File: config.mk
export PLATFORM = sky130hd
export DESIGN_NAME = mem_arbiter
export DESIGN_NICKNAME = d
export VERILOG_FILES = /design/src/rtl/mem_arbiter.sv
export SDC_FILE = /design/constraint.sdc
export NUM_CORES = 1
export LEC_CHECK = 0
export BUFFER_PORTS_ARGS = -buffer_cell sky130_fd_sc_hd__buf_2
export CAP_MARGIN = 30
export CORE_AREA = 10 10 127 129
export DETAILED_ROUTE_END_ITERATION = 16
export DIE_AREA = 0 0 137 139
export PLACE_DENSITY = 0.75
export SYNTH_ARGS = -nofsm -noshare
export SYNTH_HDL_FRONTEND = slang
export SYNTH_SLANG_ARGS = --single-unit
File: constraint.sdc
create_clock -name clk -period 3.2 [get_ports clk]
set_input_delay 0.64 -clock clk [delete_from_list [all_inputs] [get_ports clk]]
set_output_delay 0.64 -clock clk [all_outputs]
set_load 0.02 [all_outputs]
File: src/rtl/mem_arbiter.sv
// mem_arbiter: shares one memory port among NUM_MASTERS bus masters.
//
// Each master presents a request (m_read / m_write) with address, write data
// and access width. In IDLE the arbiter picks a winner, either round-robin
// starting after the last served master or fixed priority with index 0
// highest. The winner's operands are latched into the s_* registers. They
// stay constant until the memory answers with s_ok. After the answer, the
// winner receives a one-cycle m_ok pulse. Read data is kept on m_rdata until
// the next completed read.
//
// Ports:
//   clk, rst          clock, synchronous active-high reset
//   m_addr/m_wdata    per-master operands, master i in slice i
//   m_width           per-master access width (0 byte, 1 half, 2 word)
//   m_read/m_write    per-master request strobes (both high => write)
//   m_rdata           read data shared by all masters
//   m_ok              per-master completion pulse (one cycle)
//   grant             one-hot current owner, zero when idle
//   s_*               registered request towards memory
//   s_rdata, s_ok     memory response
module mem_arbiter #(
    parameter int NUM_MASTERS = 3,
    parameter int ADDR_W      = 32,
    parameter int DATA_W      = 32,
    parameter int RR_MODE     = 1
) (
    input  logic                        clk,
    input  logic                        rst,
    input  logic [NUM_MASTERS*ADDR_W-1:0] m_addr,
    input  logic [NUM_MASTERS*DATA_W-1:0] m_wdata,
    input  logic [NUM_MASTERS*2-1:0]      m_width,
    input  logic [NUM_MASTERS-1:0]        m_read,
    input  logic [NUM_MASTERS-1:0]        m_write,
    output logic [DATA_W-1:0]             m_rdata,
    output logic [NUM_MASTERS-1:0]        m_ok,
    output logic [NUM_MASTERS-1:0]        grant,
    output logic [ADDR_W-1:0]             s_addr,
    output logic [DATA_W-1:0]             s_wdata,
    output logic [1:0]                    s_width,
    output logic                          s_read,
    output logic                          s_write,
    input  logic [DATA_W-1:0]             s_rdata,
    input  logic                          s_ok
);

    localparam int IDX_W = (NUM_MASTERS > 1) ? $clog2(NUM_MASTERS) : 1;

    typedef enum logic [1:0] {IDLE, BUSY, DONE} state_e;

    state_e                   state_q,   state_d;
    logic [NUM_MASTERS-1:0]   grant_q,   grant_d;
    logic [IDX_W-1:0]         win_q,     win_d;
    logic [IDX_W-1:0]         last_q,    last_d;
    logic [ADDR_W-1:0]        s_addr_q,  s_addr_d;
    logic [DATA_W-1:0]        s_wdata_q, s_wdata_d;
    logic [1:0]               s_width_q, s_width_d;
    logic                     s_read_q,  s_read_d;
    logic                     s_write_q, s_write_d;
    logic [DATA_W-1:0]        m_rdata_q, m_rdata_d;

    logic [NUM_MASTERS-1:0]   req;
    logic [IDX_W-1:0]         pick;
    logic [IDX_W-1:0]         cand;
    logic                     found;

    // Winner selection. Round-robin searches from last_q+1 upward with wrap.
    // Fixed priority takes the lowest requesting index.
    always_comb begin
        req   = m_read | m_write;
        pick  = '0;
        cand  = '0;
        found = 1'b0;
        for (int k = 0; k < NUM_MASTERS; k++) begin
            if (RR_MODE != 0) begin
                cand = IDX_W'((int'(last_q) + k + 1) % NUM_MASTERS);
            end else begin
                cand = IDX_W'(k);
            end
            if (!found && req[cand]) begin
                pick  = cand;
                found = 1'b1;
            end
        end
    end

    // NOTE: every signal written here gets its hold value first, so no path
    // leaves a signal unassigned and no latch is inferred.
    always_comb begin
        state_d   = state_q;
        grant_d   = grant_q;
        win_d     = win_q;
        last_d    = last_q;
        s_addr_d  = s_addr_q;
        s_wdata_d = s_wdata_q;
        s_width_d = s_width_q;
        s_read_d  = s_read_q;
        s_write_d = s_write_q;
        m_rdata_d = m_rdata_q;

        unique case (state_q)
            IDLE: begin
                if (found) begin
                    state_d       = BUSY;
                    win_d         = pick;
                    grant_d       = '0;
                    grant_d[pick] = 1'b1;
                    s_addr_d      = m_addr[int'(pick)*ADDR_W +: ADDR_W];
                    s_wdata_d     = m_wdata[int'(pick)*DATA_W +: DATA_W];
                    s_width_d     = m_width[int'(pick)*2 +: 2];
                    // A master strobing both read and write is served as a write.
                    s_write_d     = m_write[pick];
                    s_read_d      = m_read[pick] & ~m_write[pick];
                end
            end
            BUSY: begin
                if (s_ok) begin
                    state_d   = DONE;
                    s_read_d  = 1'b0;
                    s_write_d = 1'b0;
                    if (s_read_q) begin
                        m_rdata_d = s_rdata;
                    end
                end
            end
            DONE: begin
                state_d = IDLE;
                grant_d = '0;
                last_d  = win_q;
            end
            default: state_d = IDLE;
        endcase
    end

    // NOTE: sequential state uses non-blocking assignments so every flop
    // samples the pre-edge values regardless of statement order.
    always_ff @(posedge clk) begin
        if (rst) begin
            state_q   <= IDLE;
            grant_q   <= '0;
            win_q     <= '0;
            last_q    <= IDX_W'(NUM_MASTERS - 1);
            s_addr_q  <= '0;
            s_wdata_q <= '0;
            s_width_q <= '0;
            s_read_q  <= 1'b0;
            s_write_q <= 1'b0;
            m_rdata_q <= '0;
        end else begin
            state_q   <= state_d;
            grant_q   <= grant_d;
            win_q     <= win_d;
            last_q    <= last_d;
            s_addr_q  <= s_addr_d;
            s_wdata_q <= s_wdata_d;
            s_width_q <= s_width_d;
            s_read_q  <= s_read_d;
            s_write_q <= s_write_d;
            m_rdata_q <= m_rdata_d;
        end
    end

    assign m_ok    = (state_q == DONE) ? grant_q : '0;
    assign grant   = grant_q;
    assign s_addr  = s_addr_q;
    assign s_wdata = s_wdata_q;
    assign s_width = s_width_q;
    assign s_read  = s_read_q;
    assign s_write = s_write_q;
    assign m_rdata = m_rdata_q;

endmodule

Word level (Yosys, flattened, before mapping)
Index checks and enable logic that the tools add are counted.
{"block": "classes", "addsub": 4, "div": 3, "n_lt_le_gt_ge": 5, "eq_ne": 4, "shift": 3, "muxes": 29, "n_bitwise": 3, "reduce_logical": 13}
{"operator": "$shiftx A96 B8 Y32", "count": 2}
{"operator": "$mod A32 B3 Y32 const B", "count": 3}
{"operator": "$lt A2 B3 Y1 const B", "count": 4}
{"operator": "$mux W1", "count": 12}
{"operator": "$bmux W1 S2", "count": 5}
{"operator": "$mux W2", "count": 5}
{"operator": "$add A3 B1 Y4 const B", "count": 2}
{"operator": "$mux W3", "count": 2}
{"operator": "$pmux W3 S2", "count": 1}
{"operator": "$reduce_and A2 Y1", "count": 3}
{"operator": "$reduce_and A3 Y1", "count": 2}
{"operator": "$shiftx A6 B4 Y2", "count": 1}
{"operator": "$ne A2 B2 Y1 const B", "count": 2}
{"operator": "$pmux W1 S2", "count": 2}
{"operator": "$pmux W2 S2", "count": 1}
{"operator": "$reduce_bool A2 Y1", "count": 2}
{"operator": "$add A2 B1 Y3 const B", "count": 1}
{"operator": "$add A2 B2 Y3 const B", "count": 1}
{"operator": "$logic_and A1 B1 Y1", "count": 3}
{"operator": "$or A3 B3 Y3", "count": 1}
{"operator": "$demux W1 S2", "count": 1}
{"operator": "$eq A2 B1 Y1 const B", "count": 1}
{"operator": "$eq A2 B2 Y1 const B", "count": 1}
{"operator": "$ge A2 B1 Y1 const B", "count": 1}
{"operator": "4 further kinds", "count": 5}
{"block": "totals", "reg_bits": 109, "in_bits": 239, "output_inout_bits": 106, "word_cells": 74}

Logic depth before layout (Yosys ltp)
{"block": "logic_depth", "depth_word": 17, "ltp_mapped": 11, "mapped_depth_nobuf": 8}

Least setup slack after synthesis
Ideal clock, no wire load.
{"block": "synth_timing", "kind": "flip-flop to flip-flop", "startpoint": "reg last_q[0]", "endpoint": "reg s_addr_q[13] (netlist: s_addr[13])", "setup_time_ns": 0.128, "t_arrival_ns": 2.410, "required_ns": 3.072, "setup_slack_ns": 0.663, "path_stages_with_launch": 12, "path_buffers": 3, "period_less_slack_ns": 2.537, "cell_sequence": "dfxtp_1 inv_1 ha_1 buf_2 nor2b_1 a222oi_1 a41o_1 nor2_1 buf_6 buf_6 a32oi_1 o21ai_1"}
{"block": "synth_via", "elab_chain_len": 12, "elab_cells_between_ends": 25, "classes_between": "add/sub (4); div (3); shift (1); mux (12); reduce/logical (5)"}
{"element": "start: declaration", "line": "53", "text": "logic [IDX_W-1:0] last_q, last_d;"}
{"element": "start signal: assignment", "line": "141", "text": "last_q <= IDX_W'(NUM_MASTERS - 1);"}
{"element": "start signal: assignment", "line": "152", "text": "last_q <= last_d;"}
{"element": "parallel branches: the longest is 12 deep, another holds $mod A32 B3 Y32"}
{"element": "end signal: assignment", "line": "153", "text": "s_addr_q <= s_addr_d;"}
{"element": "end: declaration", "line": "54", "text": "logic [ADDR_W-1:0] s_addr_q, s_addr_d;"}
Several ways; the timed one is not identified. The select of a mux whose other input is x is not followed.
A chain may end at the register's enable or synchronous reset.

Worst setup path in the final report
{"block": "layout_timing", "startpoint": "reg last_q[0]", "endpoint": "reg s_wdata_q[30] (netlist: s_wdata[30])"}
{"block": "layout_via", "elab_chain_len": 12, "elab_cells_between_ends": 25, "classes_between": "add/sub (4); div (3); shift (1); mux (12); reduce/logical (5)"}
{"element": "parallel branches: the longest is 12 deep, another holds $mod A32 B3 Y32"}
{"element": "end signal: assignment", "line": "154", "text": "s_wdata_q <= s_wdata_d;"}
{"element": "end: declaration", "line": "55", "text": "logic [DATA_W-1:0] s_wdata_q, s_wdata_d;"}
Several ways; the timed one is not identified. The select of a mux whose other input is x is not followed.

==> reports/results.tsv <==
stage	metric	value	unit
timing	report.final.slew_viol_count	0	
final_layout	post_layout_nonfiller_instances	1053	
final_layout	stdcell_area	7200	sq um
worst_setup_path	critical_path_required	3.47	ns
worst_setup_path	launch_point_of_the_worst_path	last_q[0]	
power	leakagePower	3.65	nW
power	power.switching	1.08	mW
route	drt-vias-per-instance	5.26	
clocking	cts_hold_buffers	0	
worst_setup_path	critical_path_fanouts_max	26	
yosys	post_synth_instance_area	4990	sq um
global_route	first_pass_grt_wire_length	30100	microns
route	first_iter_violations	241	
placed_design	port_buffers	344	
placed_design	dpl_cell_area	6930	sq um
clocking	cts_num_sinks	109	
global_route	number_of_global_route_vias_before_repair	5646	
yosys	synth-edff-count	0	
final_layout	final_util	52.7	%
yosys	postSynthNetCount	789	
clocking	cts_tree	built	
power	seqPwrFrac	44.2	%
timing	hold_viol	0	
yosys	synth_cell_type_count	40	
worst_setup_path	worst-endpoint-arrival	3.10	ns
final_layout	finalNetCount	1113	
final_layout	diodes	0	
global_route	grt_start_max_net_pins	70	
clocking	ctsHtreeMaxLevel	3	
yosys	synth_most_common_cell	dfxtp_1	
timing	report.final.setup_viol	0	
yosys	synth.yosys.seq_area_share	43.8	%
yosys	syn_avg_cell_area	9.13	sq um
die	design.portCount	345	
route	detail_route.first_pass.iterations	4	
route	detail-route-antenna-nets	0	
timing	final.period_utilization	88.2	%
yosys	synth.top_cell.area_share	43.8	%
placed_design	dp_worst_setup_slack	0.412	ns
global_route	grt-ovfl-total	0	
yosys	asr_flop_ratio_synth	0	%
timing	rsz0062_at_grt	no	
route	remaining_drc_errors	0	
clocking	cts.repair_timing.setup_buffer_count	0	
clocking	cts.clk_slew.worst_paths	0.07	ns
worst_setup_path	crit_type	reg2reg	
die	std_cell_rows	43	
die	fp.coreArea	13700	sq um
run	drv_cap	0	
timing	hold_slack	0.452	ns
run_status	run_status	finished, final reports clean	
clocking	clock_path_buffers	2	
timing	setup-tns-final	0	ns
die	chipHeight	139	microns
yosys	synth_ff_type	dfxtp_1	
worst_hold_path	worst_min_path_class	reg2reg	
yosys	synth_area_leaders	dfxtp_1 44%, mux2i_1 13%, a32oi_1 12%	
yosys	yosysWarnings	0	
timing	final_period_minus_worst_setup_slack	2.82	ns
worst_hold_path	holdCritStartpoint	m_rdata[3]	
worst_setup_path	cp-end-kind	register	
timing	worst_slack	0.377	ns
yosys	synthesis.instances	546	
placed_design	place.detailed.instances	1039	
worst_setup_path	worstSetupStartpointType	register	
route	totalWireLength	20000	microns
timing	worst_slew_pin_slew	0.734	ns
route	dr_vias	5543	
power	pwr_density_cell	487	nW/um^2
route	route.detailed.wl_per_inst	19.0	microns
yosys	yosys.area.top_type	dfxtp_1	
clocking	clk_root_buffer_cell	clkbuf_16	
timing	maxSlewHeadroom	50.9	%
worst_setup_path	reg2reg_from	last_q[0]	
placed_design	hpwl	15800	microns
global_route	initial_antenna_violation_count	1	
global_route	groute.usage.overall	19.7	%
power	share_clk_of_total_power	29.6	%
die	fp.dieArea	19000	sq um
yosys	list_of_most_frequent_post_synthesis_cells	109 x dfxtp_1, 74 x nand2_1, 67 x mux2i_1	
timing	final_clock_skew	0.00664	ns
clocking	insertion_delay	0.35	ns
power	post_layout_total_power	3.51	mW
final_layout	flow.area_growth_from_synthesis	44.4	%
power	p_int	2.43	mW
die	chipWidth	137	microns
power	comb_power_share	26.2	%
timing	clock.fmax	0.354	GHz
placed_design	gp_congestion	0.896	
die	initial_core_util	36.5	%
power	max-vdd-ir-drop	231	uV
yosys	post_synthesis_register_bit_count	109	
clocking	post_cts_resize_count	0	
clocking	cts-buffers-inserted	9	
final_layout	post_route_cells_drive_above_1_share	44.1	%
power	netSwitchingFraction	30.8	%
-- registers in the layout (all words and copies together), names as in the netlist --
name     flops
win_q        2
s_read       1
s_width      2
s_write      1
m_rdata     32
s_addr      32
grant        3
s_wdata     32
state_q      2
last_q       2
-- final cells by class --
cell class / count / area [sq um]
tap: 180 / 225
multi-input combinational: 382 / 2560
clock inverter: 2 / 10.0
inverter: 6 / 22.5
fill: 1309 / 6470
sequential: 109 / 2180
clock buffer: 12 / 256
timing repair buffer: 362 / 1940
-- final timing paths --
path                                    end  slack (ns)  cells past startpoint
worst min-delay path             m_rdata[3]        0.45                      2
worst max register to register  s_wdata[30]        0.38                      8
worst max-delay path            s_wdata[30]        0.38                      8
worst min register to register   m_rdata[3]        0.45                      2
-- cells by family (layout without fill, tap and decap cells) --
family | count (synthesis) | after routing | synth area share (%)
compound gates | 196 | 196 | 25.8
buf+inv | 55 | 382 | 5.72
simple gates | 115 | 115 | 10.3
fa+ha+maj | 4 | 4 | 1.00
flops | 109 | 109 | 43.8
mux | 67 | 67 | 13.5
-- worst max-delay path, stage by stage, from the launching register on --
cell and delay [ns]:
dfxtp_1 0.37, inv_1 0.09, ha_1 0.41, o32a_1 0.45
a41o_1 0.32, nor2_4 0.58, buf_4 0.31, a32oi_1 0.11
o21ai_1 0.10
-- layout by cell type, fill, tap and decap left out, types with 2 or more instances in the layout --
master,netlist,layout
buf_12,0,7
a21oi_1,44,43
inv_1,6,6
mux2i_1,67,67
clkbuf_16,0,9
nand2_1,74,73
nor3_1,4,4
and2_1,3,3
nor3b_1,3,2
a32oi_1,66,66
a22oi_1,2,2
or2_1,2,2
clkinv_2,0,2
nand4_1,3,3
o21ai_1,40,40
nand2b_1,3,3
or2_2,3,3
nor2b_1,3,3
dfxtp_1,109,109
buf_2,12,344
ha_1,4,4
buf_4,3,11
clkbuf_8,0,2
nor2_1,11,9
nor2_4,0,2
a211o_1,3,3
o21ai_0,31,31
-- power by group through the flow --
stage,Combinational [mW],Sequential [mW],Clock (mW)
after global placement,0.910,1.57,0
after floorplan,0.369,1.72,0
final,0.919,1.55,1.04
after detailed placement,0.926,1.58,0
after CTS,0.927,1.55,1.07
after global routing,0.987,1.56,1.12
-- per-layer routing --
metal | vias to the layer above | global-route usage [%] | wire [microns]
met1 | 2564 | 20.8 | 7220
met2 | 266 | 34.6 | 10300
met3 | 25 | 7.32 | 2130
met5 | - | 0 | 13
met4 | 2 | 6.77 | 371
li1 | 2686 | - | -
Note: power is estimated with default switching activity, not from simulation.
